--- src/rtl/fifo_bus_arbiter.sv ---
// fifo_bus_arbiter
//   Shares the single fifo_if register port between two requesters:
//   m0 = CPU load/store path, m1 = USB debug/loader monitor.
//   Round-robin grant, one transaction in flight, registered strobes toward
//   fifo_if, one-cycle ack pulse (with read data) back to the winner.
//
//   Transaction flow: IDLE -> ISSUE -> ACK (write)
//                     IDLE -> ISSUE -> WAIT (RD_LATENCY cycles) -> ACK (read)
//
// Parameters
//   RD_LATENCY   cycles from fifo read strobe to valid fifo_rdata_i (1..7)
//
// Configuration macro
//   FIFO_ARB_LOCK_EN  when defined, a winner holding mN_lock_i in its ACK cycle
//                     keeps the preference for the next arbitration. When not
//                     defined the lock inputs are ignored (strict alternation).
//
// Ports
//   clk_i, rst_i                  clock, asynchronous active-high reset
//   mN_req_i/we_i/addr_i/wdata_i  requester N transaction (held until ack)
//   mN_lock_i                     requester N grant lock
//   mN_ack_o, mN_rdata_o          completion pulse, read data (held to next ack)
//   fifo_sel_o/read_o/write_o     fifo_if select and one-cycle strobes
//   fifo_addr_o, fifo_wdata_o     fifo_if address / write data (0 outside ISSUE)
//   fifo_rdata_i                  fifo_if read data
//   busy_o                        transaction in progress
module fifo_bus_arbiter #(
    parameter int RD_LATENCY = 1
) (
    input  logic       clk_i,
    input  logic       rst_i,
    input  logic       m0_req_i,
    input  logic       m0_we_i,
    input  logic [1:0] m0_addr_i,
    input  logic [7:0] m0_wdata_i,
    input  logic       m0_lock_i,
    output logic       m0_ack_o,
    output logic [7:0] m0_rdata_o,
    input  logic       m1_req_i,
    input  logic       m1_we_i,
    input  logic [1:0] m1_addr_i,
    input  logic [7:0] m1_wdata_i,
    input  logic       m1_lock_i,
    output logic       m1_ack_o,
    output logic [7:0] m1_rdata_o,
    output logic       fifo_sel_o,
    output logic       fifo_read_o,
    output logic       fifo_write_o,
    output logic [1:0] fifo_addr_o,
    output logic [7:0] fifo_wdata_o,
    input  logic [7:0] fifo_rdata_i,
    output logic       busy_o
);

    generate
        if (RD_LATENCY < 1 || RD_LATENCY > 7) begin : g_bad_rd_latency
            $error("fifo_bus_arbiter: RD_LATENCY must be within 1..7");
        end
    endgenerate

    typedef enum logic [1:0] {IDLE, ISSUE, WAIT, ACK} state_t;

    typedef struct packed {
        logic       we;
        logic [1:0] addr;
        logic [7:0] wdata;
    } req_t;

    state_t          state_q, state_d;
    req_t            lat_q, lat_d;
    req_t [1:0]      req_in;
    logic [1:0]      req_v;
    logic            win_q, win_d;
    logic            pref_q, pref_d;
    logic [2:0]      cnt_q, cnt_d;
    logic            capture;

    logic            sel_q, rd_q, wr_q;
    logic [1:0]      addr_q;
    logic [7:0]      wdata_q;
    logic [1:0]      ack_q;
    logic [1:0][7:0] rdata_q;

    assign req_in[0] = {m0_we_i, m0_addr_i, m0_wdata_i};
    assign req_in[1] = {m1_we_i, m1_addr_i, m1_wdata_i};
    assign req_v     = {m1_req_i, m0_req_i};

`ifdef FIFO_ARB_LOCK_EN
    logic [1:0] lock_v;
    assign lock_v = {m1_lock_i, m0_lock_i};
`else
    logic unused_lock;
    assign unused_lock = m0_lock_i ^ m1_lock_i;
`endif

    always_comb begin
        state_d = state_q;
        lat_d   = lat_q;
        win_d   = win_q;
        pref_d  = pref_q;
        cnt_d   = cnt_q;
        capture = 1'b0;
        case (state_q)
            IDLE: begin
                if (|req_v) begin
                    // Contention goes to the preferred side; otherwise the
                    // single requester (req_v[1] is 1 only when m1 is alone).
                    win_d   = (&req_v) ? pref_q : req_v[1];
                    lat_d   = req_in[win_d];
                    state_d = ISSUE;
                end
            end
            ISSUE: begin
                if (lat_q.we) begin
                    state_d = ACK;
                end else begin
                    cnt_d   = 3'(RD_LATENCY);
                    state_d = WAIT;
                end
            end
            WAIT: begin
                if (cnt_q == 3'd1) begin
                    capture = 1'b1;
                    state_d = ACK;
                end else begin
                    cnt_d = cnt_q - 3'd1;
                end
            end
            ACK: begin
                pref_d  = ~win_q;
`ifdef FIFO_ARB_LOCK_EN
                if (lock_v[win_q]) pref_d = win_q;
`endif
                state_d = IDLE;
            end
            default: state_d = IDLE;
        endcase
    end

    // Output registers are loaded from the next-state decode so strobes and
    // acks line up exactly with the ISSUE / ACK cycles.
    always_ff @(posedge clk_i or posedge rst_i) begin
        if (rst_i) begin
            state_q <= IDLE;
            lat_q   <= '0;
            win_q   <= 1'b0;
            pref_q  <= 1'b0;
            cnt_q   <= '0;
            sel_q   <= 1'b0;
            rd_q    <= 1'b0;
            wr_q    <= 1'b0;
            addr_q  <= '0;
            wdata_q <= '0;
            ack_q   <= '0;
            rdata_q <= '0;
        end else begin
            state_q <= state_d;
            lat_q   <= lat_d;
            win_q   <= win_d;
            pref_q  <= pref_d;
            cnt_q   <= cnt_d;
            sel_q   <= (state_d == ISSUE);
            rd_q    <= (state_d == ISSUE) && !lat_d.we;
            wr_q    <= (state_d == ISSUE) && lat_d.we;
            addr_q  <= (state_d == ISSUE) ? lat_d.addr  : '0;
            wdata_q <= (state_d == ISSUE) ? lat_d.wdata : '0;
            for (int i = 0; i < 2; i++) begin
                ack_q[i] <= (state_d == ACK) && (win_q == 1'(i));
                if ((state_d == ACK) && (win_q == 1'(i)))
                    rdata_q[i] <= capture ? fifo_rdata_i : 8'h00;
            end
        end
    end

    assign fifo_sel_o   = sel_q;
    assign fifo_read_o  = rd_q;
    assign fifo_write_o = wr_q;
    assign fifo_addr_o  = addr_q;
    assign fifo_wdata_o = wdata_q;
    assign m0_ack_o     = ack_q[0];
    assign m1_ack_o     = ack_q[1];
    assign m0_rdata_o   = rdata_q[0];
    assign m1_rdata_o   = rdata_q[1];
    assign busy_o       = (state_q != IDLE);

endmodule

--- config.mk ---
export PLATFORM = sky130hd
export DESIGN_NAME = fifo_bus_arbiter
export DESIGN_NICKNAME = d
export VERILOG_FILES = /design/src/rtl/fifo_bus_arbiter.sv
export SDC_FILE = /design/constraint.sdc
export NUM_CORES = 1
export LEC_CHECK = 0
export ABC_CLOCK_PERIOD_IN_PS = 3000
export CAP_MARGIN = 20
export CELL_PAD_IN_SITES_DETAIL_PLACEMENT = 0
export CELL_PAD_IN_SITES_GLOBAL_PLACEMENT = 1
export CORE_MARGIN = 1.5
export CORE_UTILIZATION = 39
export DETAILED_ROUTE_END_ITERATION = 10
export PLACE_DENSITY_LB_ADDON = 0.1
export SYNTH_ARGS = -nofsm -noshare
export SYNTH_HDL_FRONTEND = slang
export SYNTH_SLANG_ARGS = --single-unit
--- constraint.sdc ---
create_clock -name clk_i -period 3 [get_ports clk_i]
set_input_delay 0.6 -clock clk_i [delete_from_list [all_inputs] [get_ports clk_i]]
set_output_delay 0.6 -clock clk_i [all_outputs]
set_load 0.005 [all_outputs]
==> flow_summary.toml <==
[status]
status = "finished clean"

[cts]
post-cts-setup-buffers = 0
cts_buffers = 5
clock-sinks = 49
cts_hold_buf = 0
cts_tree = "built"
cts.htree.levels = 2
clockRootBuffer = "clkbuf_8"
clock_latency_ns = 0.31
clk_pin_slew_worst_paths_ns = 0.09
cts_buffer_depth = 2
postCtsResizedCells = 0

[critical_path]
cp_slowest_cell = "dfrtp_1"
cp_data_required_time_ns = 2.40
path_cells = "inv_1, ha_1, buf_4, inv_1, clkdlybuf4s50_1"
crit_path_frequent_cell = "inv_1"
cp-end-kind = "output pin"
slowest_delay_ns = 0.49
cp.buffers_inverters = 4
path_delay_family = "buffers and inverters"
critPathKind = "reg -> out"
crit_arrival_ns = 1.92
cp_max_fo = 17
start_kind = "register"

[timing]
fin_skew_ns = 0.00437
setup_viol_count_final = 0
fmaxAchievable_mhz = 397
rsz0062_at_grt = "false"
hold_ws_ns = 0.509
relSlewSlack_pct = 38.4
layout_min_cycle_time_ns = 2.52
worst_pin_slew_ns = 0.924
hold_viol = 0
tns_ns = 0
period_share_pct = 83.9
slew_viol_final = 0

[final_layout]
final_area_um2 = 3230
layout-drive-gt1-share_pct = 7.67
nets = 328
area_growth_pct = 33.9
antenna_cells = 0
num-fill-cells = 577

[pwr]
leakage_nw = 1.31
powerDensity_nw_per_um2 = 1030
irDropWorstVdd_mv = 0.412

[grt]
grtUsageTotal_pct = 18.5
use_met2_pct = 28.2
grt_use_met1_pct = 26.3
grt_max_degree = 27
grt-busiest-layer = "met2"
grtUsageMet3_pct = 4.44
antenna_found_initial = 0
grt-ovfl-total = 0
grt_pass1_vias = 1908
grt_pass1_wl_um = 9450

[floorplan]
fp.dieW_um = 81.6
initial_utilization_pct = 40.5
die-area_um2 = 6660
core_um2 = 5960
die_h_um = 81.6
rows = 28
ioPinCount = 68

[min_path]
hp-class = "reg -> reg"

[logic_synthesis]
synth_area_um2 = 2410
synth_cells = 225
ys_ff_latch = 49
seq_area_frac_synth_pct = 50.9
yosysWarnings = 0
mappedNetlistNets = 267
synthDistinctLibCells = 36
avgSynthCellArea_um2 = 10.7

[drt]
wl_per_cell_um = 16.3
detail-route-antenna-nets = 0
vias = 2047
drc = 0
first_pass_iters = 4
finalWirelength_um = 5910
drtIter0Drc = 228
via_per_inst = 5.65

[placed_design]
dpl_cell_area_um2 = 3140
port_buffers = 65
hpwl_um = 3980
gp_congestion = 0.744

[job]
cap_violations = 0
## kinds of logic (layout without fill, tap and decap cells)
logic type / Yosys count / in the layout / share of synthesized area (%)
AO/OA/AOI/OAI: 47 / 47 / 15.8
adder cells (fa/ha/maj): 6 / 6 / 3.12
buffers and inverters: 27 / 89 / 5.19
flip-flops: 49 / 49 / 50.9
multiplexers: 2 / 2 / 0.883
AND/OR/NAND/NOR: 94 / 94 / 24.1
## cell type report
cell class                      count  area (µm²)  area share (%)
Sequential cell                    49        1230            38.0
Multi-Input combinational cell    149        1060            32.8
Timing Repair Buffer               74         731            22.6
Tap cell                           75        93.8            2.91
Clock buffer                        5        68.8            2.13
Inverter                            7        26.3           0.814
Clock inverter                      3        22.5           0.698
## per-stage QoR
stage,util [%],power [mW],instances,worst slack (ns)
6_report,54.2,3.33,362,0.482
5_1_grt,54.2,3.59,362,0.393
4_1_cts,54.2,3.36,362,0.478
3_5_place_dp,52.6,2.95,354,0.453
3_3_place_gp,52.6,2.91,354,0.433
2_1_floorplan,-,2.27,225,1.23
## final timing paths
| path | startpoint | endpoint | slack [ns] | depth (start not counted) |
|---|---|---|---|---|
| worst max-delay path | state_q[0] | busy_o | 0.48 | 5 |
| worst min-delay path | cnt_q[1] | cnt_q[1] | 0.51 | 1 |
| worst max register to register | state_q[0] | m1_rdata_o[1] | 0.75 | 6 |
| worst min register to register | cnt_q[1] | cnt_q[1] | 0.51 | 1 |
| max in group asynchronous | rst_i | m1_rdata_o[7] | 1.84 | 3 |
| min in group asynchronous | rst_i | fifo_wdata_o[6] | 0.64 | 2 |
## sequential cells by signal (all words and copies together), names as in the netlist, 2 cells and up
name and flops:
fifo_addr_o 2, lat_q 11, cnt_q 3, ack_q 2, state_q 2, m0_rdata_o 8
fifo_wdata_o 8, m1_rdata_o 8
## cells in the mapped netlist
master,count,area (µm²)
buf_6,1,11.3
nand2b_1,14,87.6
dfrtp_1,49,1230
mux2i_1,1,10.0
nand3_1,17,85.1
inv_1,7,26.3
a311oi_2,1,15.0
o21ai_1,3,15.0
a21boi_1,1,7.51
o21ai_0,15,75.1
nor2b_1,1,6.26
and3_1,3,18.8
o211ai_1,1,7.51
nor2_1,2,7.51
and2_1,1,6.26
buf_4,2,15.0
mux2_2,1,11.3
clkbuf_1,10,37.5
nand4b_1,1,8.76
and4_1,1,8.76
nor4b_2,1,15.0
nand2_1,5,18.8
o2111a_1,10,113
a311oi_1,1,8.76
nand3b_1,12,90.1
a22o_1,2,17.5
o211a_1,10,100
buf_2,7,35.0
and3b_1,1,8.76
a21oi_1,1,5.00
nor3_1,2,10.0
nand4_1,32,200
or4b_1,1,10.0
a21oi_2,1,8.76
a211oi_1,1,7.51
ha_1,6,75.1
## power by group
part,internal [mW],switching [mW],total [mW]
clock,0.164,0.238,0.402
combinational,0.885,0.930,1.81
sequential,0.955,0.157,1.11
total,2.00,1.32,3.33
## metal layers
metal	up-vias	wire [µm]
met1	991	2800
li1	981	-
met3	6	341
met5	-	0
met2	69	2710
met4	0	56
## placed cells by master (no fill, tap or decap), types with 2 or more instances in the layout
cell type and instances:
dfrtp_1 49, clkdlybuf4s50_1 65, o21ai_1 3, o211a_1 10
buf_4 8, nand3b_1 12, inv_1 6, and3_1 3
nand2_1 5, nand2b_1 14, a22o_1 2, nand4_1 32
o2111a_1 10, nand3_1 17, clkbuf_8 5, o21ai_0 15
ha_1 6, nor3_1 2, clkinvlp_4 3, nor2_1 2
Note: power is estimated with default switching activity, not from simulation.
